[config.mk]
export PLATFORM = sky130hd
export DESIGN_NAME = uart_rx_param
export DESIGN_NICKNAME = d
export VERILOG_FILES = /design/src/rtl/uart_pkg.sv /design/src/rtl/sync_ff.sv /design/src/rtl/uart_rx_param.sv
export SDC_FILE = /design/constraint.sdc
export NUM_CORES = 1
export LEC_CHECK = 0
export BUFFER_PORTS_ARGS = -buffer_cell sky130_fd_sc_hd__buf_2
export CAP_MARGIN = 20
export CORE_MARGIN = 4
export CORE_UTILIZATION = 46
export DETAILED_ROUTE_END_ITERATION = 8
export GPL_ROUTABILITY_DRIVEN = 0
export GPL_TIMING_DRIVEN = 0
export PLACE_DENSITY = 0.76
export SETUP_SLACK_MARGIN = 0.02
export SYNTH_ARGS = -nofsm -noshare
export SYNTH_HDL_FRONTEND = slang
export SYNTH_HIERARCHICAL = 1
export SYNTH_SLANG_ARGS = --single-unit
export TNS_END_PERCENT = 50
[constraint.sdc]
create_clock -name clk -period 1.75 [get_ports clk]
set_input_delay 0.0875 -clock clk [delete_from_list [all_inputs] [get_ports clk]]
set_output_delay 0.0875 -clock clk [all_outputs]
set_load 0.02 [all_outputs]
[src/rtl/uart_pkg.sv]
// uart_pkg -- definitions shared by the parametrised UART receiver and the
// future transmitter.
//   rx_state_e  : receiver FSM state encoding
//   PAR_EVEN/ODD: parity mode constants
//   baud_cnt_w(): width of a counter that spans one serial bit
package uart_pkg;

  typedef enum logic [2:0] {
    RX_IDLE,
    RX_START,
    RX_DATA,
    RX_PARITY,
    RX_STOP,
    RX_BREAK_WAIT
  } rx_state_e;

  localparam logic PAR_EVEN = 1'b0;
  localparam logic PAR_ODD  = 1'b1;

  function automatic int baud_cnt_w(input int clks_per_bit);
    return (clks_per_bit > 1) ? $clog2(clks_per_bit) : 1;
  endfunction

endpackage

[src/rtl/sync_ff.sv]
// sync_ff -- multi-flop synchroniser for a single asynchronous input.
// Flops reset to 1 so an idle-high serial line does not show a false edge
// when reset is released.
//   clk_i  : destination clock
//   rst_ni : asynchronous active-low reset
//   d_i    : asynchronous input
//   q_o    : synchronised output (DEPTH clocks of latency)
module sync_ff #(
  parameter int DEPTH = 2
) (
  input  logic clk_i,
  input  logic rst_ni,
  input  logic d_i,
  output logic q_o
);

  logic [DEPTH-1:0] sync_q;

  always_ff @(posedge clk_i or negedge rst_ni) begin
    if (!rst_ni) sync_q <= '1;
    else         sync_q <= {sync_q[DEPTH-2:0], d_i};
  end

  assign q_o = sync_q[DEPTH-1];

endmodule

[src/rtl/uart_rx_param.sv]
// uart_rx_param -- oversampled mid-bit UART receiver with a valid/ready
// holding register.
// Optional feature: define UART_RX_PARITY_EN to expect a parity bit after
// the last data bit (PARITY_ODD selects odd parity); otherwise parity_err=0.
//
// state         | meaning
// RX_IDLE       | line idle, waiting for rx low
// RX_START      | timing to middle of start bit, reject glitches
// RX_DATA       | sampling DATA_W data bits mid-bit
// RX_PARITY     | sampling parity bit (parity build only)
// RX_STOP       | sampling STOP_BITS stop bits, delivers word on last one
// RX_BREAK_WAIT | last stop bit was 0, wait for line to return high
//
// Ports:
//   clk, rst (async active-low), rxd (async serial in)
//   data/valid/ready : holding register handshake
//   frame_err, parity_err : qualify data while valid=1
//   overrun : sticky, word lost into full register; cleared by handshake
//   busy    : FSM not idle
module uart_rx_param
  import uart_pkg::*;
#(
  parameter int DATA_W       = 8,
  parameter int CLKS_PER_BIT = 16,
  parameter int MSB_FIRST    = 1,
  parameter int STOP_BITS    = 1,
  parameter int SYNC_STAGES  = 2
`ifdef UART_RX_PARITY_EN
  ,parameter logic PARITY_ODD = PAR_EVEN
`endif
) (
  input  logic              clk,
  input  logic              rst,
  input  logic              rxd,
  output logic [DATA_W-1:0] data,
  output logic              valid,
  input  logic              ready,
  output logic              frame_err,
  output logic              parity_err,
  output logic              overrun,
  output logic              busy
);

  localparam int BAUD_W = baud_cnt_w(CLKS_PER_BIT);
  localparam int BIT_W  = $clog2(DATA_W + 1);

  logic rx;

  sync_ff #(.DEPTH(SYNC_STAGES)) u_sync (
    .clk_i (clk),
    .rst_ni(rst),
    .d_i   (rxd),
    .q_o   (rx)
  );

  rx_state_e         state_q, state_d;
  logic [BAUD_W-1:0] baud_q, baud_d;
  logic [BIT_W-1:0]  bit_q, bit_d;
  logic [DATA_W-1:0] shift_q, shift_d;
  logic              ferr_q, ferr_d;
  logic              deliver, deliver_ferr;
  logic              bit_tick, half_tick;
`ifdef UART_RX_PARITY_EN
  logic              par_q, par_d;
  logic              perr_q, perr_d;
`endif

  assign bit_tick  = (baud_q == BAUD_W'(CLKS_PER_BIT - 1));
  assign half_tick = (baud_q == BAUD_W'(CLKS_PER_BIT / 2 - 1));

  always_ff @(posedge clk or negedge rst) begin
    if (!rst) begin
      state_q <= RX_IDLE;
      baud_q  <= '0;
      bit_q   <= '0;
      shift_q <= '0;
      ferr_q  <= 1'b0;
`ifdef UART_RX_PARITY_EN
      par_q   <= 1'b0;
      perr_q  <= 1'b0;
`endif
    end else begin
      state_q <= state_d;
      baud_q  <= baud_d;
      bit_q   <= bit_d;
      shift_q <= shift_d;
      ferr_q  <= ferr_d;
`ifdef UART_RX_PARITY_EN
      par_q   <= par_d;
      perr_q  <= perr_d;
`endif
    end
  end

  always_comb begin
    state_d      = state_q;
    baud_d       = baud_q;
    bit_d        = bit_q;
    shift_d      = shift_q;
    ferr_d       = ferr_q;
    deliver      = 1'b0;
    deliver_ferr = ferr_q;
`ifdef UART_RX_PARITY_EN
    par_d        = par_q;
    perr_d       = perr_q;
`endif
    case (state_q)
      RX_IDLE: begin
        baud_d = '0;
        if (!rx) state_d = RX_START;
      end
      RX_START: begin
        if (half_tick) begin
          baud_d = '0;
          bit_d  = '0;
          ferr_d = 1'b0;
`ifdef UART_RX_PARITY_EN
          par_d  = 1'b0;
          perr_d = 1'b0;
`endif
          state_d = rx ? RX_IDLE : RX_DATA;
        end else begin
          baud_d = baud_q + BAUD_W'(1);
        end
      end
      RX_DATA: begin
        if (bit_tick) begin
          baud_d  = '0;
          shift_d = (MSB_FIRST != 0) ? {shift_q[DATA_W-2:0], rx}
                                     : {rx, shift_q[DATA_W-1:1]};
`ifdef UART_RX_PARITY_EN
          par_d   = par_q ^ rx;
`endif
          if (bit_q == BIT_W'(DATA_W - 1)) begin
            bit_d = '0;
`ifdef UART_RX_PARITY_EN
            state_d = RX_PARITY;
`else
            state_d = RX_STOP;
`endif
          end else begin
            bit_d = bit_q + BIT_W'(1);
          end
        end else begin
          baud_d = baud_q + BAUD_W'(1);
        end
      end
`ifdef UART_RX_PARITY_EN
      RX_PARITY: begin
        if (bit_tick) begin
          baud_d  = '0;
          // Even parity: XOR over data and parity bit is 0; odd: 1.
          perr_d  = ((par_q ^ rx) != PARITY_ODD);
          state_d = RX_STOP;
        end else begin
          baud_d = baud_q + BAUD_W'(1);
        end
      end
`endif
      RX_STOP: begin
        if (bit_tick) begin
          baud_d = '0;
          if (!rx) ferr_d = 1'b1;
          if (bit_q == BIT_W'(STOP_BITS - 1)) begin
            deliver      = 1'b1;
            deliver_ferr = ferr_q | ~rx;
            bit_d        = '0;
            state_d      = rx ? RX_IDLE : RX_BREAK_WAIT;
          end else begin
            bit_d = bit_q + BIT_W'(1);
          end
        end else begin
          baud_d = baud_q + BAUD_W'(1);
        end
      end
      RX_BREAK_WAIT: begin
        if (rx) state_d = RX_IDLE;
      end
      default: state_d = RX_IDLE;
    endcase
  end

  // Holding register
  logic [DATA_W-1:0] data_q, data_d;
  logic              valid_q, valid_d;
  logic              ferr_out_q, ferr_out_d;
  logic              overrun_q, overrun_d;
`ifdef UART_RX_PARITY_EN
  logic              perr_out_q, perr_out_d;
`endif

  always_comb begin
    data_d     = data_q;
    valid_d    = valid_q;
    ferr_out_d = ferr_out_q;
    overrun_d  = overrun_q;
`ifdef UART_RX_PARITY_EN
    perr_out_d = perr_out_q;
`endif
    if (valid_q && ready) begin
      valid_d   = 1'b0;
      overrun_d = 1'b0;
    end
    if (deliver) begin
      // A same-cycle handshake frees the register for the new word.
      if (!valid_q || ready) begin
        data_d     = shift_q;
        valid_d    = 1'b1;
        ferr_out_d = deliver_ferr;
`ifdef UART_RX_PARITY_EN
        perr_out_d = perr_q;
`endif
      end else begin
        overrun_d = 1'b1;
      end
    end
  end

  always_ff @(posedge clk or negedge rst) begin
    if (!rst) begin
      data_q     <= '0;
      valid_q    <= 1'b0;
      ferr_out_q <= 1'b0;
      overrun_q  <= 1'b0;
`ifdef UART_RX_PARITY_EN
      perr_out_q <= 1'b0;
`endif
    end else begin
      data_q     <= data_d;
      valid_q    <= valid_d;
      ferr_out_q <= ferr_out_d;
      overrun_q  <= overrun_d;
`ifdef UART_RX_PARITY_EN
      perr_out_q <= perr_out_d;
`endif
    end
  end

  assign data      = data_q;
  assign valid     = valid_q;
  assign frame_err = ferr_out_q;
  assign overrun   = overrun_q;
  assign busy      = (state_q != RX_IDLE);
`ifdef UART_RX_PARITY_EN
  assign parity_err = perr_out_q;
`else
  assign parity_err = 1'b0;
`endif

endmodule

Word-level counts from Yosys, hierarchy flattened
Cells that the tools add are included.

storage, ports and cells
  register bits after elaboration = 33
  word-level logic and storage cells = 79

operators by class
  reductions and logical operators = 15
  muxes and demuxes = 35
  bitwise gates (word level) = 2
  add/sub/neg operators = 2
  equality and inequality tests = 15

operators by type and width
  cell                 number
  $mux 4               7
  $mux 3               8
  $pmux 4 s3           2
  $mux 1               15
  $pmux 3 s5           1
  $ne 2x2->1 const B   7
  $reduce_bool 3->1    3
  $add 4x1->4 const B  2
  $eq 4x3->1 const B   2
  $reduce_and 4->1     2
  $reduce_and 7->1     1
  $eq 3x3->1 const B   2
  $eq 4x4->1 const B   1
  $logic_not 4->1      1
  $reduce_and 2->1     2
  $eq 3x1->1 const B   1
  $eq 3x2->1 const B   1
  $logic_not 3->1      1
  $mux 2               1
  $ne 2x1->1 const B   1
  $pmux 1 s2           1
  $reduce_bool 2->1    1
  $reduce_or 2->1      1
  $logic_and 1x1->1    1
  other kinds (4)      4

Logic depth before layout (Yosys ltp)
  word-level depth = 5
  mapped depth = 6
  depth with buffers taken out = 6

Hierarchy
The synthesis kept the hierarchy.

modules (own cells, without submodules)
  module         area each (sq um)  cells each  times used
  uart_rx_param  1565.3             141         1
  sync_ff        52.6               2           1

Worst setup path before layout
Ideal clock, no wire load.

  path kind = reg-to-reg
  start point = register baud_q[0]
  end point = register state_q[0]
  arrival = 1.570 ns
  path buffers = 1
  stages on the path, launching flop included = 7
  slack = 0.059 ns
  required time = 1.628 ns
  path through = dfrtp_1 ha_1 and3_1 clkbuf_1 o32ai_1 nand2_1 o2bb2ai_1

on the way
  cells in the longest elaborated chain, start to end = 3

RTL lines
  what                                             RTL line                                  source
  start: declaration                               uart_rx_param.sv:57                       logic [BAUD_W-1:0] baud_q, baud_d;
  start signal: assignment                         uart_rx_param.sv:84                       baud_q <= baud_d;
  $eq 4x3->1 / $eq 4x4->1 (equally long branches)  uart_rx_param.sv:69, uart_rx_param.sv:68
  $ne 2x2->1 (no source line)                      --
  $reduce_and 7->1 (no source line) (*)            --
  end signal: assignment                           uart_rx_param.sv:83                       state_q <= state_d;
  end: declaration                                 uart_rx_param.sv:56                       rx_state_e state_q, state_d;

Every way passes the cells marked *; elsewhere a longest branch is shown, timed or not.
A chain may end at the register's enable or synchronous reset.

Worst setup path after layout
  start point = register bit_q[0]
  end point = register data_q[1], in the netlist data[1]

on the way
  cells in the longest elaborated chain, start to end = 5

RTL lines
  what                               RTL line              source
  start: declaration                 uart_rx_param.sv:58   logic [BIT_W-1:0] bit_q, bit_d;
  start signal: assignment           uart_rx_param.sv:85   bit_q <= bit_d;
  $logic_not 4->1                    uart_rx_param.sv:164  if (bit_q == BIT_W'(STOP_BITS - 1)) begin
  $mux 1                             uart_rx_param.sv:164
  $mux 1                             uart_rx_param.sv:161  if (bit_tick) begin
  $mux 1                             uart_rx_param.sv:107  case (state_q)
  $reduce_and 2->1 (no source line)  --
  end signal: assignment             uart_rx_param.sv:229  data_q <= data_d;
  end: declaration                   uart_rx_param.sv:184  logic [DATA_W-1:0] data_q, data_d;

Every way passes these cells.

==> impl_results.md <==
- Outcome: finished clean
- Clock Root Buffer: clkbuf_4
- Core area: about 0.0034 mm2
- Critical path buffers and inverters: 1
- Die width: between 60 and 70 um
- Arrival @ worst endpoint: ~2000 ps
- TritonRoute pass-1 iters: 4
- Syn_area_per_cell: roughly 11 um2
- Internal power: 1.395 mW
- Starting Density: slightly below 50%
- Slew Limit Fails: 0
- Initial drt markers: 39
- Sequential share of power: 41.5%
- Pin count of the biggest net entering global routing: 34
- Sequential area share after synthesis: between 50 and 60%
- DP Area: roughly 0.0018 mm2
- Tot GR Track Use: about 17%
- IO Port Bufs: 15
- Final worst setup slack: 7.981 ps
- Fin crit period: between 1500 and 2000 ps
- # DRC: 0
- Yosys reg bits: 33
- Most frequent cell after synthesis: dfrtp_1
- Leading area contributor after synthesis: dfrtp_1
- Worst setup EP type: flop
- CTS tree: built
- DP Cell Count: roughly 200
- Worst-margin pin slew: 715.7 ps
- CP max stage delay: 420 ps
- Final Hold Fails: 0
- Worst hold margin: between 300 and 400 ps
- Worst min path class: in2async
- Syn nets: 150
- Share of the synthesized area in the top cell type: 47.95%
- Clock Sinks: 33
- Row count: 21
- Area Overhead vs Synth: 19.49%
- Clock latency on the worst-skew pair: roughly 340 ps
- Sw power: roughly 0.7 mW
- Final net count: about 170
- DIE AREA: 0.004530 mm2
- Worst path depth: 5
- Routed Wire Length: ~3.4 mm
- Diodes inserted: 0
- First-pass GRT wire length: slightly below 6 mm
- Area contributors post-synth: dfrtp_1 (48%), mux2_2 (12%), dfstp_2 (3.2%), nand2_1 (2.6%), ha_1 (2.3%)
- Clock-pin slew on the worst setup and hold paths: approximately 120 ps
- Top cells by count, synth: dfrtp_1 (31), mux2_2 (17), nand2_1 (11), nor2_1 (8)
- CTS H-tree lvls: 2
- Via count: about 1,200
- Top FF cell, synth: dfrtp_1
- Fraction of layout cells with a size suffix above 1: between 30% and 40%
- Unique masters post-synth: between 40 and 50
- Top delay family on crit path: simple AND/OR/NAND/NOR gates
- Critical path class: reg2reg
- Detailed placer's ending HPWL: 2.310 mm
- Post-DR wirelength/cell: roughly 16 um
- DR vias/cell: approximately 5.6
- Critical path startpoint category: flop
- Worst-case clock buffer depth: 2
- Maxcap violations: 0
- CTS buffer count: 5
- Leakage: between 0.9 and 1 nW
- CP Cell Sequence: inv_1 -> ha_1 -> and4bb_2 -> nand4_4 -> mux2_2
- Final period util: around 100%
- Async set-reset flop share out of synthesis: 100.0%
- FMAX: ~0.57 GHz
- Overall Power: around 2.1 mW
- Setup WS pre-CTS: -207.6 ps
- Clock share of power: 29.8%
- Final non-filler cell total: 214
- Gr ovfl total: 0
- Comb pwr share: about 29%
- Synth warnings: 6
- Num ports: 17
- Worst Path Required: around 2000 ps
- Finished Cell Area: 0.001933 mm2
- Initial antenna violation count: 0
- Post-synth EDFFs: 0
- P per Cell Area: approximately 1100 mW/mm2
- Synth Instances: 143
- Crit Path Max Fanout: 10
- Slowest library cell on the worst path: dfrtp_1
- Sw Share: about a third
- Maximum vdd drop: around 0.70 mV
- Post-Synthesis Cell Area: 0.001618 mm2
- Filler Cell Count: 310
- Worst-case clock skew: just over 10 ps
- # setup viols final: 0
- Die height: 67.31 um
- RSZ-0062 raised after global routing: true
- Vias in the first global route: between 1,000 and 1,500
- R2R depth: 5
- Post-DRT Antenna Nets: 0
- Slew HR: around 52%
[per-stage QoR]
step | util (%) | setup TNS [ps]
2_1_floorplan | - | 0
3_3_place_gp | 52.05 | -1702
3_5_place_dp | 52.05 | -3036
4_1_cts | 56.44 | 0
5_1_grt | 57.48 | -764.8
6_report | 57.48 | 0
[final timing paths]
kind,startpoint,endpoint,slack (ps)
min reg2reg,u_sync/sync_q[0]$_DFF_PN1_,u_sync/sync_q[1]$_DFF_PN1_,360
min,rst,bit_q[2]$_DFFE_PN0P_,330
max,bit_q[0]$_DFFE_PN0P_,data[1]$_DFFE_PN0P_,8
max reg2reg,bit_q[0]$_DFFE_PN0P_,data[1]$_DFFE_PN0P_,8
max in group asynchronous,rst,state_q[2]$_DFFE_PN0P_,920
min in group clk,u_sync/sync_q[0]$_DFF_PN1_,u_sync/sync_q[1]$_DFF_PN1_,360
[timing repair]
item | in CTS | in global routing
gates resized for setup | 6 | 8
setup endpoints to repair | 22 | 25
pin swaps | 1 | 0
hold buffers | 3 | 0
buffers inserted | 0 | 0
hold endpoints to repair | 33 | 0
[cell families after synthesis]
| family | count (synthesis) | share of synthesized area, % |
|---|---|---|
| AND/OR/NAND/NOR | 47 | 17.02 |
| flip-flops | 33 | 51.20 |
| AO/OA/AOI/OAI | 26 | 11.37 |
| multiplexers | 19 | 13.07 |
| buffers and inverters | 12 | 3.635 |
| adder cells (fa/ha/maj) | 4 | 2.939 |
| other | 1 | 0.2318 |
| XOR/XNOR | 1 | 0.5415 |
[registers in the layout, summed over array words and instances (netlist names), 2 cells and up]
signal and flops:
data 8, shift_q 8, baud_q 4, bit_q 4
state_q 3, u_sync/sync_q 2
[power groups by stage]
| stage | Clock, mW | Combinational, mW | Sequential [mW] |
|---|---|---|---|
| final | 0.619 | 0.598 | 0.864 |
| after global routing | 0.654 | 0.668 | 0.872 |
| after CTS | 0.621 | 0.567 | 0.863 |
| after detailed placement | 0 | 0.506 | 0.875 |
| after global placement | 0 | 0.491 | 0.872 |
| after floorplan | 0 | 0.395 | 0.864 |
[layout by cell type (no fill, tap or decap), drive strengths merged, types with 2 or more instances in the layout]
master        n
nor2          8
and3          2
nor3          2
o32ai         2
nand2b        6
dfrtp        31
ha            3
nand2        11
nor4          2
mux2         17
dfstp         2
nor2b         2
dlygate4sd3   3
inv           6
o21ai         5
a31oi         4
a21oi         5
clkbuf        6
mux2i         2
o22ai         3
buf          20
nand3         4
[final cells by class]
cell class | count | area, um2 | area share (%)
flip-flops and latches | 33 | 829.5 | 42.91
multi-input cells | 98 | 795.8 | 41.17
repair buffers | 18 | 105.1 | 5.437
well taps | 46 | 57.56 | 2.977
clock buffers | 6 | 51.30 | 2.654
clock inverters | 2 | 37.54 | 1.942
plain buffers | 5 | 33.78 | 1.748
inverters | 6 | 22.52 | 1.165
[layer usage]
| metal | global-route usage (%) | share of wire, % | vias to the layer above |
|---|---|---|---|
| li1 | - | - | 565 |
| met4 | 3.291 | 1.3 | 0 |
| met1 | 20.64 | 40 | 601 |
| met2 | 30.67 | 54 | 29 |
| met5 | 0 | 0 | - |
| met3 | 4.825 | 4.3 | 6 |
[worst reg2reg max path: stages, from the launching register on]
cell and delay, ps:
dfrtp_1 420, inv_1 100, ha_1 170, and4bb_2 360, nand4_4 230, mux2_2 340
Power figures use the tool's default switching activity.
